$ cat src/rtl/bridge_pkg.sv
// Shared frame constants, FSM state encoding and helpers for the request bridge.
// Optional feature: FRAME_CHECKSUM_EN adds the CSUM state (trailing XOR byte).
package bridge_pkg;

  localparam logic [7:0] HDR_WR = 8'h57;
  localparam logic [7:0] HDR_RD = 8'h52;

  typedef enum logic [2:0] {
    IDLE = 3'd0,
    HDR  = 3'd1,
    ADDR = 3'd2,
    DATA = 3'd3
`ifdef FRAME_CHECKSUM_EN
    ,
    CSUM = 3'd4
`endif
  } frame_state_e;

  // Header byte for a request direction.
  function automatic logic [7:0] hdr_byte(input logic is_wr);
    return is_wr ? HDR_WR : HDR_RD;
  endfunction

endpackage

$ cat src/rtl/req_fifo.sv
// Request FIFO: synchronous push/pop, full/empty/level evaluated on registered state.
// Ports: clk, reset (async, active-high), push/wdata, pop/rdata (head, show-ahead),
//        full, empty, level (occupied entries), drop (pulse after a rejected push).
module req_fifo #(
  parameter int unsigned DW    = 8,
  parameter int unsigned DEPTH = 8
) (
  input  logic                     clk,
  input  logic                     reset,
  input  logic                     push,
  input  logic [DW-1:0]            wdata,
  input  logic                     pop,
  output logic [DW-1:0]            rdata,
  output logic                     full,
  output logic                     empty,
  output logic [$clog2(DEPTH):0]   level,
  output logic                     drop
);

  localparam int unsigned AW = $clog2(DEPTH);
  localparam int unsigned LW = AW + 1;

  logic [DW-1:0] mem [DEPTH];
  logic [AW-1:0] wptr;
  logic [AW-1:0] rptr;
  logic          push_ok_c;
  logic          pop_ok_c;
  logic [LW-1:0] level_nxt_c;

  // Full/empty come from registers, so a push on a full FIFO loses even if a pop happens too.
  assign push_ok_c   = push && !full;
  assign pop_ok_c    = pop && !empty;
  assign level_nxt_c = level + LW'(push_ok_c) - LW'(pop_ok_c);
  assign rdata       = mem[rptr];

  // Pointers, occupancy flags and drop pulse.
  always_ff @(posedge clk or posedge reset) begin
    if (reset) begin
      wptr  <= '0;
      rptr  <= '0;
      level <= '0;
      full  <= 1'b0;
      empty <= 1'b1;
      drop  <= 1'b0;
    end else begin
      if (push_ok_c) wptr <= wptr + AW'(1);
      if (pop_ok_c)  rptr <= rptr + AW'(1);
      level <= level_nxt_c;
      full  <= (level_nxt_c == LW'(DEPTH));
      empty <= (level_nxt_c == LW'(0));
      drop  <= push && full;
    end
  end

  // Storage array, no reset needed.
  always_ff @(posedge clk) begin
    if (push_ok_c) mem[wptr] <= wdata;
  end

endmodule

$ cat src/rtl/req_frame_tx.sv
// Queues APB requests and serialises each as a byte frame toward a UART transmitter:
//   header (0x57 write / 0x52 read), address bytes MSB first, data bytes MSB first (writes
//   only) and, with FRAME_CHECKSUM_EN defined, an XOR checksum of all preceding bytes.
// Ports: apb_clk, reset (async, active-high); wrreq/wr/wenfifo push side with
//        wait_fifo/fifo_level/drop status; tx_data/tx_valid/tx_ready byte stream; busy.
module req_frame_tx
  import bridge_pkg::*;
#(
  parameter int unsigned WIDTH    = 32,
  parameter int unsigned ADDRBITS = 16,
  parameter int unsigned DEPTH    = 8
) (
  input  logic                        apb_clk,
  input  logic                        reset,
  input  logic [WIDTH+ADDRBITS-1:0]   wrreq,
  input  logic                        wr,
  input  logic                        wenfifo,
  output logic                        wait_fifo,
  output logic [$clog2(DEPTH):0]      fifo_level,
  output logic                        drop,
  output logic [7:0]                  tx_data,
  output logic                        tx_valid,
  input  logic                        tx_ready,
  output logic                        busy
);

  localparam int unsigned ENT_W     = 1 + WIDTH + ADDRBITS;
  localparam int unsigned A_BYTES   = ADDRBITS / 8;
  localparam int unsigned D_BYTES   = WIDTH / 8;
  localparam int unsigned MAX_BYTES = (A_BYTES > D_BYTES) ? A_BYTES : D_BYTES;
  localparam int unsigned CNT_W     = (MAX_BYTES > 1) ? $clog2(MAX_BYTES) : 1;
  localparam logic [CNT_W-1:0] A_LAST = CNT_W'(A_BYTES - 1);
  localparam logic [CNT_W-1:0] D_LAST = CNT_W'(D_BYTES - 1);

  frame_state_e        state;
  logic [ENT_W-1:0]    head;
  logic                fifo_empty;
  logic                pop_c;
  logic                accept_c;
  logic                is_wr;
  logic [ADDRBITS-1:0] addr_sh;
  logic [WIDTH-1:0]    data_sh;
  logic [CNT_W-1:0]    byte_cnt;

  assign pop_c    = (state == IDLE) && !fifo_empty;
  assign accept_c = tx_valid && tx_ready;

  req_fifo #(
    .DW    (ENT_W),
    .DEPTH (DEPTH)
  ) u_fifo (
    .clk   (apb_clk),
    .reset (reset),
    .push  (wenfifo),
    .wdata ({wr, wrreq}),
    .pop   (pop_c),
    .rdata (head),
    .full  (wait_fifo),
    .empty (fifo_empty),
    .level (fifo_level),
    .drop  (drop)
  );

`ifdef FRAME_CHECKSUM_EN
  logic [7:0] csum;

  // Running XOR of every accepted byte of the current frame.
  always_ff @(posedge apb_clk or posedge reset) begin
    if (reset)                         csum <= '0;
    else if (pop_c)                    csum <= '0;
    else if (accept_c && state != CSUM) csum <= csum ^ tx_data;
  end
`endif

  // Frame sequencer: the next byte is loaded on the edge that accepts the current one.
  always_ff @(posedge apb_clk or posedge reset) begin
    if (reset) begin
      state    <= IDLE;
      tx_valid <= 1'b0;
      tx_data  <= '0;
      busy     <= 1'b0;
      is_wr    <= 1'b0;
      addr_sh  <= '0;
      data_sh  <= '0;
      byte_cnt <= '0;
    end else begin
      unique case (state)
        IDLE: begin
          if (!fifo_empty) begin
            is_wr    <= head[ENT_W-1];
            addr_sh  <= head[WIDTH+ADDRBITS-1:WIDTH];
            data_sh  <= head[WIDTH-1:0];
            tx_data  <= hdr_byte(head[ENT_W-1]);
            tx_valid <= 1'b1;
            busy     <= 1'b1;
            state    <= HDR;
          end
        end
        HDR: begin
          if (accept_c) begin
            tx_data  <= addr_sh[ADDRBITS-1 -: 8];
            addr_sh  <= addr_sh << 8;
            byte_cnt <= '0;
            state    <= ADDR;
          end
        end
        ADDR: begin
          if (accept_c) begin
            if (byte_cnt != A_LAST) begin
              tx_data  <= addr_sh[ADDRBITS-1 -: 8];
              addr_sh  <= addr_sh << 8;
              byte_cnt <= byte_cnt + CNT_W'(1);
            end else if (is_wr) begin
              tx_data  <= data_sh[WIDTH-1 -: 8];
              data_sh  <= data_sh << 8;
              byte_cnt <= '0;
              state    <= DATA;
            end else begin
`ifdef FRAME_CHECKSUM_EN
              tx_data <= csum ^ tx_data;
              state   <= CSUM;
`else
              tx_valid <= 1'b0;
              busy     <= 1'b0;
              state    <= IDLE;
`endif
            end
          end
        end
        DATA: begin
          if (accept_c) begin
            if (byte_cnt != D_LAST) begin
              tx_data  <= data_sh[WIDTH-1 -: 8];
              data_sh  <= data_sh << 8;
              byte_cnt <= byte_cnt + CNT_W'(1);
            end else begin
`ifdef FRAME_CHECKSUM_EN
              tx_data <= csum ^ tx_data;
              state   <= CSUM;
`else
              tx_valid <= 1'b0;
              busy     <= 1'b0;
              state    <= IDLE;
`endif
            end
          end
        end
`ifdef FRAME_CHECKSUM_EN
        CSUM: begin
          if (accept_c) begin
            tx_valid <= 1'b0;
            busy     <= 1'b0;
            state    <= IDLE;
          end
        end
`endif
        default: begin
          tx_valid <= 1'b0;
          busy     <= 1'b0;
          state    <= IDLE;
        end
      endcase
    end
  end

endmodule

$ cat config.mk
export PLATFORM = sky130hd
export DESIGN_NAME = req_frame_tx
export DESIGN_NICKNAME = d
export VERILOG_FILES = /design/src/rtl/bridge_pkg.sv /design/src/rtl/req_fifo.sv /design/src/rtl/req_frame_tx.sv
export SDC_FILE = /design/constraint.sdc
export NUM_CORES = 1
export LEC_CHECK = 0
export CAP_MARGIN = 40
export CORE_MARGIN = 4
export CORE_UTILIZATION = 50
export CTS_CLUSTER_SIZE = 28
export DETAILED_ROUTE_END_ITERATION = 6
export PLACE_DENSITY = 0.7
export SYNTH_ARGS = -nofsm -noshare
export SYNTH_HDL_FRONTEND = slang
export SYNTH_SLANG_ARGS = --single-unit
$ cat constraint.sdc
create_clock -name apb_clk -period 6 [get_ports apb_clk]
set_clock_uncertainty 0.2 [all_clocks]
set_input_delay 1.2 -clock apb_clk [delete_from_list [all_inputs] [get_ports apb_clk]]
set_output_delay 1.2 -clock apb_clk [all_outputs]
set_load 0.05 [all_outputs]
==> flow_metrics.py <==
metrics = {
    "run_status": {
        "status": "completed",
    },
    "clock_network": {
        "cts_setup_buffers": 0,
        "tritoncts": "done",
        "root_buffer": "clkbuf_16",
        "clockBufferDepth": 3,
        "cts.sinks": 467,
        "htreeDepth": 2,
        "ctsHoldBuffers": 0,
        "clkTransAtPathRegs_ps": 60,
        "clock_latency_ps": 550,
        "cts_resized": 0,
        "cts_buffers": 47,
    },
    "sta": {
        "relSlewSlack_pct": 42.1,
        "slew_violations": 0,
        "fin_crit_ps": 3380,
        "final.setup.tns_ps": 0,
        "hold_violations": 0,
        "rsz0062_at_grt": "false",
        "min_period_over_period_pct": 56.3,
        "setup_viol": 0,
        "max_freq_mhz": 296,
        "tightest_slew_ps": 869,
        "setup_ws_ps": 2620,
    },
    "power_and_ir_drop": {
        "power_mw": 7.90,
        "switching_share_pct": 22.4,
        "p_sw_mw": 1.77,
        "combinationalPowerShare_pct": 9.4,
        "power_frac_seq_pct": 51.3,
        "leakage_nw": 7.32,
        "pwr_density_cell_nw_per_um2": 368,
        "internal-power_mw": 6.13,
        "vdd_drop_max_mv": 0.241,
        "p_clk_share_pct": 39.3,
    },
    "drt": {
        "routed_via_density": 5.82,
        "drtIter0Drc": 613,
        "ant_nets": 0,
        "vias": 8818,
        "first_pass_iters": 5,
        "finalWirelength_mm": 35.3,
        "drt-wirelength-per-cell_um": 23.3,
        "route.detailed.drc": 0,
    },
    "floorplan": {
        "io_pins": 69,
        "initial_core_util_pct": 50.7,
        "die_h_um": 200,
        "rows": 70,
        "dieArea_um2": 40200,
        "coreArea_um2": 36500,
        "fp.dieW_um": 200,
    },
    "place": {
        "io_buffers": 68,
        "gp_congestion": 0.753,
        "dp_hpwl_mm": 20.6,
        "dp_cells": 1429,
        "dp_slack_ps": 2030,
    },
    "global_routing": {
        "grt_max_degree": 54,
        "track_usage_pct": 17.8,
        "grt_overflow": 0,
        "grt_pass1_wl_mm": 55.2,
        "antenna_found_initial": 0,
        "grt_pass1_vias": 9230,
    },
    "critical_path": {
        "startpoint": "wenfifo",
        "worst-path-buf-inv": 2,
        "worstSetupStartpointType": "primary input",
        "required_ps": 5970,
        "critPathKind": "primary input to register",
        "worst_ep_arrival_time_ps": 3350,
        "slowest_delay_ps": 680,
        "path_max_fanout": 49,
        "cp-end-kind": "register",
        "crit_path_top_delay_cell": "buf_4",
        "critPathTopFamily": "buffers and inverters",
        "path_cells": "clkdlybuf4s50_1 -> nor2b_1 -> nand2_1 -> nor3_2 -> buf_4",
        "rr_startpoint": "state[0]$_DFFE_PP0P_",
    },
    "logic_synthesis": {
        "ys_types": 47,
        "synth_nets": 984,
        "synth_common_cells": "392 x edfxtp_1, 74 x dfrtp_1, 69 x mux4_2",
        "ys_top_cells_by_area": "edfxtp_1 64%, dfrtp_1 10%, mux4_2 8.4%, mux4_1 3.8%, mux2_2 2.9%",
        "synth_edf_count": 392,
        "ys_seq_elements": 467,
        "yosys_most_used_dff": "edfxtp_1",
        "synthCells": 915,
        "ys_warn_count": 0,
        "synth_area_leader_cell": "edfxtp_1",
        "synth_top_area_share_pct": 63.6,
        "yosysMostFrequentCell": "edfxtp_1",
        "synthesis.area_um2": 18500,
        "yosysSeqAreaShare_pct": 73.8,
        "async_flop_share_pct": 16.1,
        "postSynthAreaPerCell_um2": 20.2,
    },
    "finish": {
        "areaGrowthSynthToFinish_pct": 15.9,
        "ff_latch_area_um2": 13700,
        "drive_above_1_share_pct": 22.1,
        "multiInputGateArea_um2": 4550,
        "nNetsFinal": 1079,
        "diodes": 0,
        "fillers": 2596,
        "final_cells": 1516,
    },
    "hold_path": {
        "hold_path.class": "register to register",
        "min_from": "addr_sh[14]$_DFFE_PP0P_",
    },
    "flow_run": {
        "cap_violations": 0,
    },
}
[power by group through the flow]
| stage | registers [mW] | clock network, mW | logic [mW] |
|---|---|---|---|
| final | 4.05 | 3.10 | 0.743 |
| after global routing | 4.08 | 3.32 | 0.814 |
| after CTS | 4.06 | 3.17 | 0.765 |
| after detailed placement | 4.12 | 0 | 0.762 |
| after global placement | 4.11 | 0 | 0.745 |
| after floorplan | 4.17 | 0 | 0.374 |
[path summary, 6_finish.rpt]
kind	end	slack [ps]	depth (start not counted)
worst min-delay path	addr_sh[14]$_DFFE_PP0P_	290	2
worst min register to register	addr_sh[14]$_DFFE_PP0P_	290	2
min in group asynchronous	data_sh[4]$_DFFE_PP0P_	760	2
worst max register to register	u_fifo.full$_DFF_PP0_	2930	12
max in group asynchronous	addr_sh[0]$_DFFE_PP0P_	3810	3
worst max-delay path	u_fifo.mem[4][29]$_DFFE_PP_	2620	5
[sequential cells by signal (all words and copies together) (netlist names)]
name / cells
u_fifo.rptr: 3
u_fifo.empty: 1
addr_sh: 16
state: 2
busy: 1
u_fifo.mem: 392
is_wr: 1
byte_cnt: 2
u_fifo.wptr: 3
data_sh: 32
u_fifo.level: 4
tx_data: 8
u_fifo.drop: 1
u_fifo.full: 1
[worst min-delay path, cell delays in order (launching register included)]
cell     delay, ps
dfrtp_1        340
nand2_1         50
o21ai_0         60
[cell type report]
| type | instances | area share [%] |
|---|---|---|
| clock buffers | 55 | 5.82 |
| well taps | 468 | 2.73 |
| repair buffers | 91 | 4.33 |
| multi-input cells | 386 | 21.2 |
| flip-flops and latches | 467 | 63.7 |
| clock inverters | 32 | 1.94 |
| inverters | 17 | 0.303 |
[per-stage QoR]
step	utilization (%)	hold WS, ps	area, µm²
2_1_floorplan	-	244	18500
3_3_place_gp	53.9	274	19700
3_5_place_dp	54.2	281	19800
4_1_cts	58.7	294	21500
5_1_grt	58.7	310	21500
6_report	58.7	293	21500
[cell usage in the layout (no fill, tap or decap), types with 4 or more instances in the layout]
cell type / netlist / layout
edfxtp_1: 392 / 392
mux2i_1: 38 / 38
a21oi_1: 32 / 32
o31ai_1: 4 / 4
clkinv_2: 0 / 11
nor2_1: 39 / 32
clkbuf_16: 0 / 49
buf_4: 6 / 17
mux2_2: 48 / 48
inv_1: 17 / 16
nand2_1: 21 / 21
a22o_1: 8 / 8
mux4_1: 27 / 27
a221o_1: 12 / 12
nand2b_1: 4 / 4
clkbuf_1: 7 / 6
nor2_4: 0 / 7
dfrtp_1: 74 / 71
mux4_2: 69 / 69
a22oi_1: 4 / 4
xnor2_1: 6 / 6
clkinv_1: 0 / 8
o21ai_0: 12 / 12
bufinv_16: 0 / 10
ha_1: 15 / 15
and3_1: 8 / 8
clkdlybuf4s50_1: 0 / 68
nor2b_1: 4 / 4
[metal layers]
metal	GRT usage, %	wire length, µm	part of all wire, %
met5	0	0	0
met4	4.50	694	2.0
met3	2.72	1640	4.6
met2	28.8	17300	49
met1	25.8	15700	45
[cell families after synthesis]
| group | synth area share [%] |
|---|---|
| DFF | 73.8 |
| adders and majority gates | 1.12 |
| muxes | 17.2 |
| xor gates and xnor gates | 0.331 |
| buffers and inverters | 2.00 |
| and+or+nand+nor | 2.47 |
| AOI/OAI and AO/OA | 3.11 |
Note: power is estimated with default switching activity, not from simulation.
